[config.mk]
export PLATFORM = sky130hd
export DESIGN_NAME = exc_ctrl
export DESIGN_NICKNAME = d
export VERILOG_FILES = /design/src/rtl/exc_ctrl_pkg.sv /design/src/rtl/exc_ctrl_int_sync.sv /design/src/rtl/exc_ctrl.sv
export SDC_FILE = /design/constraint.sdc
export NUM_CORES = 1
export LEC_CHECK = 0
export CORE_UTILIZATION = 37
export DETAILED_ROUTE_END_ITERATION = 10
export PLACE_DENSITY = 0.78
export SLEW_MARGIN = 40
export SYNTH_ARGS = -nofsm -noshare
export SYNTH_HDL_FRONTEND = slang
export SYNTH_SLANG_ARGS = --single-unit
[constraint.sdc]
create_clock -name clk -period 2 [get_ports clk]
set_input_delay 0.5 -clock clk [delete_from_list [all_inputs] [get_ports clk]]
set_output_delay 0.5 -clock clk [all_outputs]
set_load 0.02 [all_outputs]
[src/rtl/exc_ctrl_pkg.sv]
// Shared definitions for the exception/interrupt controller: ExcCodes,
// CP0 Status/Cause bit positions, FSM encoding and EPC helper.
package exc_ctrl_pkg;

    localparam logic [4:0] EXC_INT  = 5'd0;
    localparam logic [4:0] EXC_ADEL = 5'd4;
    localparam logic [4:0] EXC_ADES = 5'd5;
    localparam logic [4:0] EXC_SYS  = 5'd8;
    localparam logic [4:0] EXC_BP   = 5'd9;
    localparam logic [4:0] EXC_RI   = 5'd10;
    localparam logic [4:0] EXC_OV   = 5'd12;

    localparam int STATUS_IE     = 0;
    localparam int STATUS_IM_LO  = 10;
    localparam int STATUS_IM_HI  = 14;
    localparam int CAUSE_BD      = 31;
    localparam int CAUSE_IP_LO   = 10;
    localparam int CAUSE_EXC_LO  = 2;

    typedef enum logic [1:0] {
        ST_IDLE   = 2'd0,
        ST_ENTER  = 2'd1,
        ST_RETURN = 2'd2,
        ST_DRAIN  = 2'd3
    } state_t;

    // A delay-slot instruction restarts at its branch, one word earlier.
    function automatic logic [31:0] victim_pc(input logic [31:0] pc, input logic bd);
        return bd ? (pc - 32'd4) : pc;
    endfunction

endpackage

[src/rtl/exc_ctrl_int_sync.sv]
// Two-flop synchroniser for the asynchronous hardware interrupt lines.
module int_sync #(
    parameter int WIDTH = 5
) (
    input  logic             clk,
    input  logic             rst,
    input  logic [WIDTH-1:0] async_in,
    output logic [WIDTH-1:0] sync_out
);

    logic [WIDTH-1:0] meta;

    always_ff @(posedge clk or negedge rst) begin
        if (!rst) begin
            meta     <= '0;
            sync_out <= '0;
        end else begin
            meta     <= async_in;
            sync_out <= meta;
        end
    end

endmodule

[src/rtl/exc_ctrl.sv]
// Exception/interrupt controller feeding CP0: arbitrates MEM-stage exceptions,
// synchronised interrupts and ERET, and drives flush/redirect to the front end.
module exc_ctrl
    import exc_ctrl_pkg::*;
#(
    parameter logic [31:0] EXC_VECTOR   = 32'h0000_0180,
    parameter int          DRAIN_CYCLES = 2
) (
    input  logic        clk,
    input  logic        rst,
    input  logic        mem_valid,
    input  logic [31:0] mem_pc,
    input  logic        mem_bd,
    input  logic        exc_req,
    input  logic [4:0]  exc_code,
    input  logic        eret,
    input  logic [4:0]  hw_int,
    input  logic [31:0] status_in,
    input  logic [31:0] epc_in,
    output logic        cp0_exl,
    output logic        cp0_bd,
    output logic [4:0]  cp0_int,
    output logic [4:0]  cp0_exccode,
    output logic [31:0] cp0_epc,
    output logic        flush,
    output logic        redirect_valid,
    output logic [31:0] redirect_pc
);

    localparam logic [2:0] DRAIN_LAST = 3'(DRAIN_CYCLES - 1);

    state_t      state_q, state_d;
    logic [2:0]  drain_q;
    logic        exl_q;
    logic        arb;
    logic        int_ok;
    logic        take_exc, take_int, take_eret;
    logic        unused_status;

    int_sync #(.WIDTH(5)) u_int_sync (
        .clk      (clk),
        .rst      (rst),
        .async_in (hw_int),
        .sync_out (cp0_int)
    );

    assign int_ok = mem_valid & status_in[STATUS_IE] & ~exl_q
                  & (|(cp0_int & status_in[STATUS_IM_HI:STATUS_IM_LO]));
    assign unused_status = ^{status_in[31:STATUS_IM_HI+1], status_in[STATUS_IM_LO-1:STATUS_IE+1]};

    always_comb begin
        state_d        = state_q;
        flush          = 1'b0;
        redirect_valid = 1'b0;
        arb            = 1'b0;
        take_exc       = 1'b0;
        take_int       = 1'b0;
        take_eret      = 1'b0;
        case (state_q)
            ST_IDLE: arb = 1'b1;
            ST_ENTER, ST_RETURN: begin
                redirect_valid = 1'b1;
                flush          = 1'b1;
                state_d        = ST_DRAIN;
            end
            ST_DRAIN: begin
                flush = 1'b1;
                // The edge closing the last drain cycle may already accept work.
                if (drain_q == 3'd0) begin
                    state_d = ST_IDLE;
                    arb     = 1'b1;
                end
            end
            default: state_d = ST_IDLE;
        endcase
        if (arb) begin
            if (mem_valid && exc_req)      take_exc  = 1'b1;
            else if (int_ok)               take_int  = 1'b1;
            else if (mem_valid && eret)    take_eret = 1'b1;
        end
        if (take_exc || take_int) state_d = ST_ENTER;
        else if (take_eret)       state_d = ST_RETURN;
    end

    always_ff @(posedge clk or negedge rst) begin
        if (!rst) begin
            state_q     <= ST_IDLE;
            drain_q     <= 3'd0;
            exl_q       <= 1'b0;
            cp0_bd      <= 1'b0;
            cp0_exccode <= 5'd0;
            cp0_epc     <= 32'd0;
            redirect_pc <= 32'd0;
        end else begin
            state_q <= state_d;
            if (state_q == ST_ENTER || state_q == ST_RETURN)
                drain_q <= DRAIN_LAST;
            else if (state_q == ST_DRAIN && drain_q != 3'd0)
                drain_q <= drain_q - 3'd1;
            if (take_exc || take_int) begin
                exl_q       <= 1'b1;
                cp0_bd      <= mem_bd;
                cp0_exccode <= take_exc ? exc_code : EXC_INT;
                cp0_epc     <= victim_pc(mem_pc, mem_bd);
                redirect_pc <= EXC_VECTOR;
            end else if (take_eret) begin
                exl_q       <= 1'b0;
                redirect_pc <= epc_in;
            end
        end
    end

    assign cp0_exl = exl_q;

endmodule

; ---- Word level (Yosys, flattened, before mapping)
; Cells that the tools add are included.
[op_classes]
n_addsub = 2
multipliers = 0
n_div = 0
n_lt_le_gt_ge = 0
eq_ne = 4
shift = 0
mux = 25
n_bitwise = 5
reduce_logical = 15
[ops]
columns = op, count
row1 = 32-bit 2-to-1 mux, 3
row2 = "32-bit by 3-bit subtractor with 32-bit output, second input constant", 1
row3 = 1-bit 2-to-1 mux, 14
row4 = 2-bit 2-to-1 mux, 3
row5 = 3-bit 2-to-1 mux, 2
row6 = 5-bit AND, 1
row7 = 5-bit 2-to-1 mux, 1
row8 = 5-bit OR reduction, 1
row9 = "2-bit equality test, second input constant", 2
row10 = "4-bit inequality test, second input constant", 1
row11 = 2-bit one-hot mux with 2 select lines, 1
row12 = 2-bit nonzero test, 2
row13 = 4-bit nonzero test, 1
row14 = 1-bit AND, 3
row15 = 1-bit logical AND, 3
row16 = 3-bit logical NOT, 1
row17 = 3-bit nonzero test, 1
row18 = 3-bit OR reduction, 1
row19 = "3-bit by 1-bit subtractor with 3-bit output, second input constant", 1
row20 = "2-bit by 1-bit equality test with 1-bit output, second input constant", 1
row21 = 2-bit logical NOT, 1
row22 = 1-bit logical OR, 2
row23 = 1-bit one-hot mux with 2 select lines, 1
row24 = 2-bit AND reduction, 1
row25 = 2 further kinds, 2
[totals]
reg_bits = 86
latch_bits = 0
ramBits = 0
mem_bits_ro = 0
input_bits = 112
elab_cells = 60
n_memories = 0

; ---- Depth between registers and ports, before layout
; Gate-level depths: netlist of run 1.
[logic_depth]
word_depth = 9
ltp_mapped = 9
mapped_depth_nobuf = 6

; ---- Hierarchy
; From an unflattened synthesis of run 1, not the netlist that was laid out.
[unflattened]
hier_cells = 392
hier_area_um2 = 3942.5
[modules_own_cells]
columns = module, n_inst, cells_per_inst, area_each_um2, seq_area_each_um2
row1 = exc_ctrl, 1, 382, 3692.3, 1901.8
row2 = int_sync, 1, 10, 250.2, 250.2

; ---- Worst setup path after synthesis of run 1
; Ideal clock, no wire load.
[synth_path]
path_kind = reg-to-reg
startpoint = reg state_q[0]
endpoint = reg cp0_epc[10]
arrival_ns = 2.034
required_ns = 1.875
slack_ns = -0.159
path_stages_with_launch = 8
n_path_buf = 2
synth_period_minus_slack_ns = 2.159
cell_sequence = dfrtp_1 -> inv_1 -> ha_1 -> a221oi_1 -> and2_1 -> buf_2 -> buf_2 -> mux2_2
[synth_between]
elab_chain_len = 4
[synth_rtl]
columns = item, line_no
row1 = start: declaration, exc_ctrl.sv:32  ; state_t state_q, state_d;
row2 = start signal: assignment, exc_ctrl.sv:95  ; state_q <= state_d;
row3 = 2-bit equality test / 2-bit logical NOT (equally long branches), exc_ctrl.sv:59  ; case (state_q)
row4 = 1-bit one-hot mux with 2 select lines (*), exc_ctrl.sv:59
row5 = 1-bit 2-to-1 mux, exc_ctrl.sv:76  ; if (arb) begin
row6 = 1-bit logical OR (*), exc_ctrl.sv:100  ; if (take_exc || take_int) begin
row7 = end signal: assignment, exc_ctrl.sv:104  ; cp0_epc <= victim_pc(mem_pc, mem_bd);
row8 = end: declaration, exc_ctrl.sv:24  ; output logic [31:0] cp0_epc,
; Mark *: on every way between the ends. The rest lies on a longest branch, timed or not.
; A chain may end at the register's enable or synchronous reset.

; ---- Worst setup path after layout of run 1
[layout_path]
startpoint = reg drain_q[1]
endpoint = reg cp0_epc[10]
[layout_between]
elab_chain_len = 5
[layout_rtl]
columns = item, line_no
row1 = start: declaration, exc_ctrl.sv:33  ; logic [2:0] drain_q;
row2 = start signal: assignment, exc_ctrl.sv:99  ; drain_q <= drain_q - 3'd1;
row3 = 3-bit logical NOT (*), exc_ctrl.sv:69  ; if (drain_q == 3'd0) begin
row4 = 1-bit 2-to-1 mux (*), exc_ctrl.sv:69
row5 = 1-bit one-hot mux with 2 select lines (*), exc_ctrl.sv:59
row6 = 1-bit 2-to-1 mux, exc_ctrl.sv:76
row7 = 1-bit logical OR (*), exc_ctrl.sv:100
; Marked as above.

==> results.ini, run 1 <==
[outcome]
status=finished with violations
violations=negative setup slack

[power]
p_per_area_nw_per_um2=1221
power_mw=8.801
intPower_mw=5.576
seq_power_share_pct=32.7
net-switching-power_mw=3.225
pwr-share-clk_pct=16.7
irDropWorstVdd_mv=0.6566
combPwrFrac_pct=50.6
swShare_pct=36.64
p_leak_nw=3.045

[placement]
portBuffers=163
place_hpwl_mm=9.018
place_congestion=0.8214

[logic_synthesis]
synth_area_sq_um=4074
synthArstFlopShare_pct=100.0
synth_nets=504
seq_area_frac_synth_pct=52.83
syn_area_per_cell_sq_um=10.55
synth_flop_cell=dfrtp_1
syn-instance-count=386
synth_edf_count=0
ys_types=44
ys.warnings.count=0
ys_seq_elements=86

[grt]
grtUsageTotal_pct=22.86
overflow=0
grt_pass1_vias=4217
antenna_found_initial=0
grt_max_degree=49
grt_pass1_wl_mm=20.58

[worst_setup_path]
end_kind=flop
cp.required_ns=2.26
path_class=flop to flop
start_kind=flop
crit_fanout=4
cp.arrival_ns=2.30

[layout]
fin_nets=758
layout_common_cells=137 x clkdlybuf4s50_1, 92 x buf_4, 86 x dfrtp_1
final_common_cell=clkdlybuf4s50_1
drive_gt1_share_pct=30.85
area_growth_pct=76.90
postLayoutCoreUtil_pct=68.58
n_antenna_cell=0

[timing]
finalHoldViolations=0
rsz0062_at_grt=true
fmax_mhz=488.2
fin_ws_ns=-0.04839
setup_violations=22
setup_tns_ns=-0.5062
fin_crit_ns=2.048
clock_skew_ns=0.01284
relSlewSlack_pct=72.89
slew_violations=0
min_period_over_period_pct=102.4
max_slew.worst_pin.slew_ns=0.4030

[drt]
drc=0
ant_nets=0
dr_total_vias=4280
firstDrtPassIters=5
wl_mm=13.68
via_per_inst=5.480
wire_per_inst_microns=17.52
drtIter0Drc=235

[clock_network]
cts_made_buffers=9
clk_latency_ns=0.36
path_clk_slew_ns=0.09
cts_buffer_depth=2
cts_tree=yes
cts_root_buf=clkbuf_8
htree_levels=3
cts.sinks=86

[floorplan]
core_area_sq_um=10510
placementRows=37
die_area_sq_um=11430
initial_core_util_pct=38.77
chipWidth_microns=106.9
die_h_microns=106.9
ios=190

[worst_hold_path]
hold_path_class=flop to flop

[run]
maxCapViolations=0

-- timing repair --
item,4_1_cts,5_1_grt
gates cloned,1,3
gates resized for setup,55,94
buffers inserted,16,12
hold buffers,1,0
hold endpoints to repair,6,0
pin swaps,14,29
endpoints found under the setup margin,38,70
-- cell families (layout without fill, tap and decap cells) --
kind of cell,after synthesis,in the layout,synth area share [%]
AOI/OAI and AO/OA,139,139,21.59
and+or+nand+nor,90,90,13.27
DFF,86,86,52.83
buffers and inverters,38,297,3.808
muxes,14,14,3.870
xor gates and xnor gates,13,13,2.795
adders and majority gates,6,6,1.843
-- critical path: stages, from the launching register on --
cell and delay [ns]:
dfrtp_1 0.41, inv_2 0.09, ha_4 0.13, nand3b_1 0.16, a221oi_4 0.33, and2_4 0.24, buf_6 0.14, clkbuf_16 0.15
mux2_4 0.29
-- cell type report --
class,count,area (sq um)
fill,781,3302
multi-input combinational,262,2029
tap,136,170.2
timing repair buffer,271,2581
clock buffer,9,123.9
sequential,86,2152
inverter,10,37.54
clock inverter,7,112.6
-- metrics by stage --
| step | hold slack (ns) | setup slack (ns) | std cells | area, sq um |
|---|---|---|---|---|
| after floorplan | 0.2044 | -0.08903 | 386 | 4099 |
| after global placement | 0.3249 | -0.5664 | 733 | 6409 |
| after detailed placement | 0.3291 | -0.6031 | 733 | 6409 |
| after CTS | 0.3582 | -0.02775 | 767 | 6860 |
| after global routing | 0.3749 | -0.1204 | 781 | 7207 |
| final | 0.3641 | -0.04839 | 781 | 7207 |
-- power groups by stage --
stage                     combinational [mW]  clock [mW]  sequential (mW)
after floorplan                         1.14           0             3.63
after global placement                  3.96           0             2.84
after detailed placement                4.05           0             2.88
after CTS                               4.21        1.49             2.85
after global routing                    4.72        1.56             2.95
final                                   4.46        1.47             2.88
-- sequential cells by signal (all words and copies together) (netlist names) --
register,count
u_int_sync.sync_out,5
u_int_sync.meta,5
cp0_exccode,5
drain_q,3
cp0_exl,1
cp0_epc,32
cp0_bd,1
state_q,2
redirect_pc,32
-- final timing paths --
| kind | startpoint | to | slack (ns) | depth (start not counted) |
|---|---|---|---|---|
| hold / removal | u_int_sync.meta[0] | u_int_sync.sync_out[0] | 0.36 | 0 |
| hold reg to reg | u_int_sync.meta[0] | u_int_sync.sync_out[0] | 0.36 | 0 |
| setup / recovery | drain_q[1] | cp0_epc[10] | -0.05 | 8 |
| min in group asynchronous | rst | cp0_exccode[1] | 0.52 | 2 |
| max in group asynchronous | rst | drain_q[0] | 0.86 | 3 |
| setup reg to reg | drain_q[1] | cp0_epc[10] | -0.05 | 8 |
-- cells in the mapped netlist (all sizes together) (4+ instances only) --
| cell | n | area share [%] |
|---|---|---|
| dfrtp | 86 | 53 |
| a21oi | 42 | 5.2 |
| o21ai | 34 | 4.2 |
| o2bb2ai | 18 | 3.9 |
| a31oi | 17 | 2.6 |
| clkbuf | 17 | 1.6 |
| nand3 | 17 | 2.1 |
| mux2 | 14 | 3.9 |
| or4 | 13 | 2.5 |
| xnor2 | 13 | 2.8 |
| o31ai | 12 | 2.2 |
| buf | 11 | 1.3 |
| nand2 | 11 | 1.0 |
| nor2 | 11 | 1.0 |
| inv | 10 | 0.92 |
| or3 | 8 | 1.3 |
| ha | 6 | 1.8 |
| nor3 | 6 | 0.74 |
| a22o | 5 | 1.1 |
| nand4 | 5 | 0.77 |
| nand4b | 4 | 0.86 |
-- metal layers --
layer	global-route usage [%]	vias to the layer above	wire, microns
met3	3.526	22	725
met4	9.589	0	242
li1	-	1966	-
met2	39.82	168	6974
met5	0	-	0
met1	28.11	2124	5740
(Power assumes the default switching activity.)
==> run 2: changes to the inputs <==
RECOVER_POWER = 50   (was unset)
==> run 2 against run 1 <==
The flow still finishes with violations (negative setup slack); first-iteration DRC count rose by 2.6%; combinational power barely moved; die area did not move; global-route usage did not move; routed wire length rose by 0.15%; flip-flop and latch count did not move; clock skew barely moved; via count barely moved; sequential share of layout area rose by 0.094 points; fmax barely moved; critical endpoint is now cp0_epc[1].
==> results.ini, run 2 (synthesized netlist as in run 1, its figures left out) <==
[outcome]
status=finished with violations
violations=negative setup slack

[floorplan]
core_area_sq_um=10510  ; unchanged
ios=190  ; unchanged
initial_core_util_pct=38.77  ; unchanged
die_h_microns=106.9  ; unchanged
placementRows=37  ; unchanged
chipWidth_microns=106.9  ; unchanged
die_area_sq_um=11430  ; unchanged

[worst_setup_path]
path_class=flop to flop
start_kind=flop
critPathLaunch=drain_q[1]
r2r-start=drain_q[1]
crit_fanout=4  ; unchanged
cp.arrival_ns=2.31  ; about the same
cp.required_ns=2.26  ; about the same
end_kind=flop

[worst_hold_path]
min_from=u_int_sync.meta[0]
hold_path_class=flop to flop

[clock_network]
cts_root_buf=clkbuf_8
path_clk_slew_ns=0.09  ; about the same
cts_buffer_depth=2  ; unchanged
cts_tree=yes
htree_levels=3  ; unchanged
clk_latency_ns=0.36  ; about the same
cts_made_buffers=9  ; unchanged
cts.sinks=86  ; unchanged

[power]
seq_power_share_pct=32.8  ; about the same
irDropWorstVdd_mv=0.6565  ; about the same
swShare_pct=36.74  ; +0.10 points
pwr-share-clk_pct=16.8  ; about the same
intPower_mw=5.551  ; -0.45%
power_mw=8.775  ; -0.29%
p_leak_nw=3.040  ; -0.18%
net-switching-power_mw=3.224  ; about the same
combPwrFrac_pct=50.4  ; -0.2 points
p_per_area_nw_per_um2=1221  ; about the same

[grt]
grt_pass1_vias=4217  ; unchanged
grtUsageTotal_pct=22.86  ; unchanged
overflow=0  ; unchanged
grt_pass1_wl_mm=20.58  ; unchanged
grt_max_degree=49  ; unchanged
antenna_found_initial=0  ; unchanged

[timing]
fin_ws_ns=-0.04754  ; +0.0008473 ns
hold_slack_ns=0.3643  ; +0.0001140 ns
max_slew.worst_pin.slew_ns=0.7989  ; +0.3958 ns
setup_violations=22  ; unchanged
fin_crit_ns=2.048  ; -0.0008473 ns
slew_violations=0  ; unchanged
min_period_over_period_pct=102.4  ; about the same
relSlewSlack_pct=46.74  ; -26 points
fmax_mhz=488.4  ; about the same
rsz0062_at_grt=true
clock_skew_ns=0.01240  ; -0.0004341 ns
finalHoldViolations=0  ; unchanged

[drt]
via_per_inst=5.483  ; about the same
wire_per_inst_microns=17.55  ; +0.15%
wl_mm=13.70  ; +0.15%
firstDrtPassIters=4  ; -1
dr_total_vias=4282  ; +0.047%
drtIter0Drc=241  ; +2.6%
ant_nets=0  ; unchanged
drc=0  ; unchanged

[layout]
multi_input_area_sq_um=2029  ; unchanged
nFillCells=784  ; +0.38%
n_antenna_cell=0  ; unchanged
fin_nets=758  ; unchanged
area_growth_pct=76.35
layout_common_cells=129 x clkdlybuf4s50_1, 89 x buf_4, 86 x dfrtp_1
stdcell_count=781  ; unchanged
drive_gt1_share_pct=30.54  ; -0.31 points
final_common_cell=clkdlybuf4s50_1
seq_area_sq_um=2152  ; unchanged
top_regs=cp0_epc x32, redirect_pc x32

[placement]
place_congestion=0.8214  ; unchanged
place_hpwl_mm=9.018  ; unchanged
placedCellCount=733  ; unchanged
portBuffers=163  ; unchanged

[run]
maxCapViolations=0  ; unchanged

==> run 2: changes by cell type in the layout (fill, tap and decap cells not counted), sizes merged <==
cell,previous run,this run
clkbuf,12,16
clkdlybuf4s50,137,129
dlygate4sd3,1,9
buf,113,109
==> run 2: stage by stage <==
step | area [sq um] | utilization [%] | TNS [ns] | setup slack, ns
5_1_grt | 7184 | 68.37 | -3.469 | -0.1204
4_1_cts | 6860 | 65.28 | -0.1931 | -0.02775
3_3_place_gp | 6409 | 60.98 | -22.62 | -0.5664
2_1_floorplan | 4099 | - | -0.1671 | -0.08903
6_report | 7184 | 68.37 | -0.5206 | -0.04754
3_5_place_dp | 6409 | 60.98 | -22.46 | -0.6031
==> run 2: final timing paths <==
check | to | slack, ns | cells past startpoint
worst max-delay path | cp0_epc[1] | -0.05 | 8
worst min-delay path | u_int_sync.sync_out[0] | 0.36 | 0
worst max register to register | cp0_epc[1] | -0.05 | 8
worst min register to register | u_int_sync.sync_out[0] | 0.36 | 0
max in group asynchronous | drain_q[1] | 0.27 | 3
min in group asynchronous | u_int_sync.sync_out[0] | 0.61 | 2
==> run 2: area by class of cell <==
type	instances	share of cell area, %
Tap cell	136	2.369
Inverter	10	0.5225
Clock inverter	7	1.567
Timing Repair Buffer	271	35.61
Sequential cell	86	29.95
Multi-Input combinational cell	262	28.25
Clock buffer	9	1.724
==> run 2: worst max-delay path, cell delays in order (launching register included) <==
cell and delay (ns):
dfrtp_1 0.41, inv_2 0.09, ha_4 0.13, nand3b_1 0.16
a221oi_4 0.33, and2_4 0.24, buf_6 0.14, clkbuf_16 0.15
mux2_4 0.29
==> run 2: repair_timing <==
item	CTS	global route
hold buffers	1	0
pin swaps	14	29
setup buffers	16	12
cloned	1	3
setup endpoints to repair	38	70
hold endpoints to repair	6	0
gates resized for setup	55	94
==> run 2: power groups by stage <==
stage / sequential (mW) / clock, mW / combinational (mW)
after floorplan: 3.63 / 0 / 1.14
after global placement: 2.84 / 0 / 3.96
after detailed placement: 2.88 / 0 / 4.05
after CTS: 2.85 / 1.49 / 4.21
after global routing: 2.95 / 1.56 / 4.70
final: 2.87 / 1.47 / 4.43
==> run 2: routing by layer <==
layer,GRT usage [%],share of wire (%),vias up
met1,28.11,42,2108
met3,3.526,5.8,23
met2,39.82,51,185
met5,0,0,-
met4,9.589,1.7,0
li1,-,-,1966
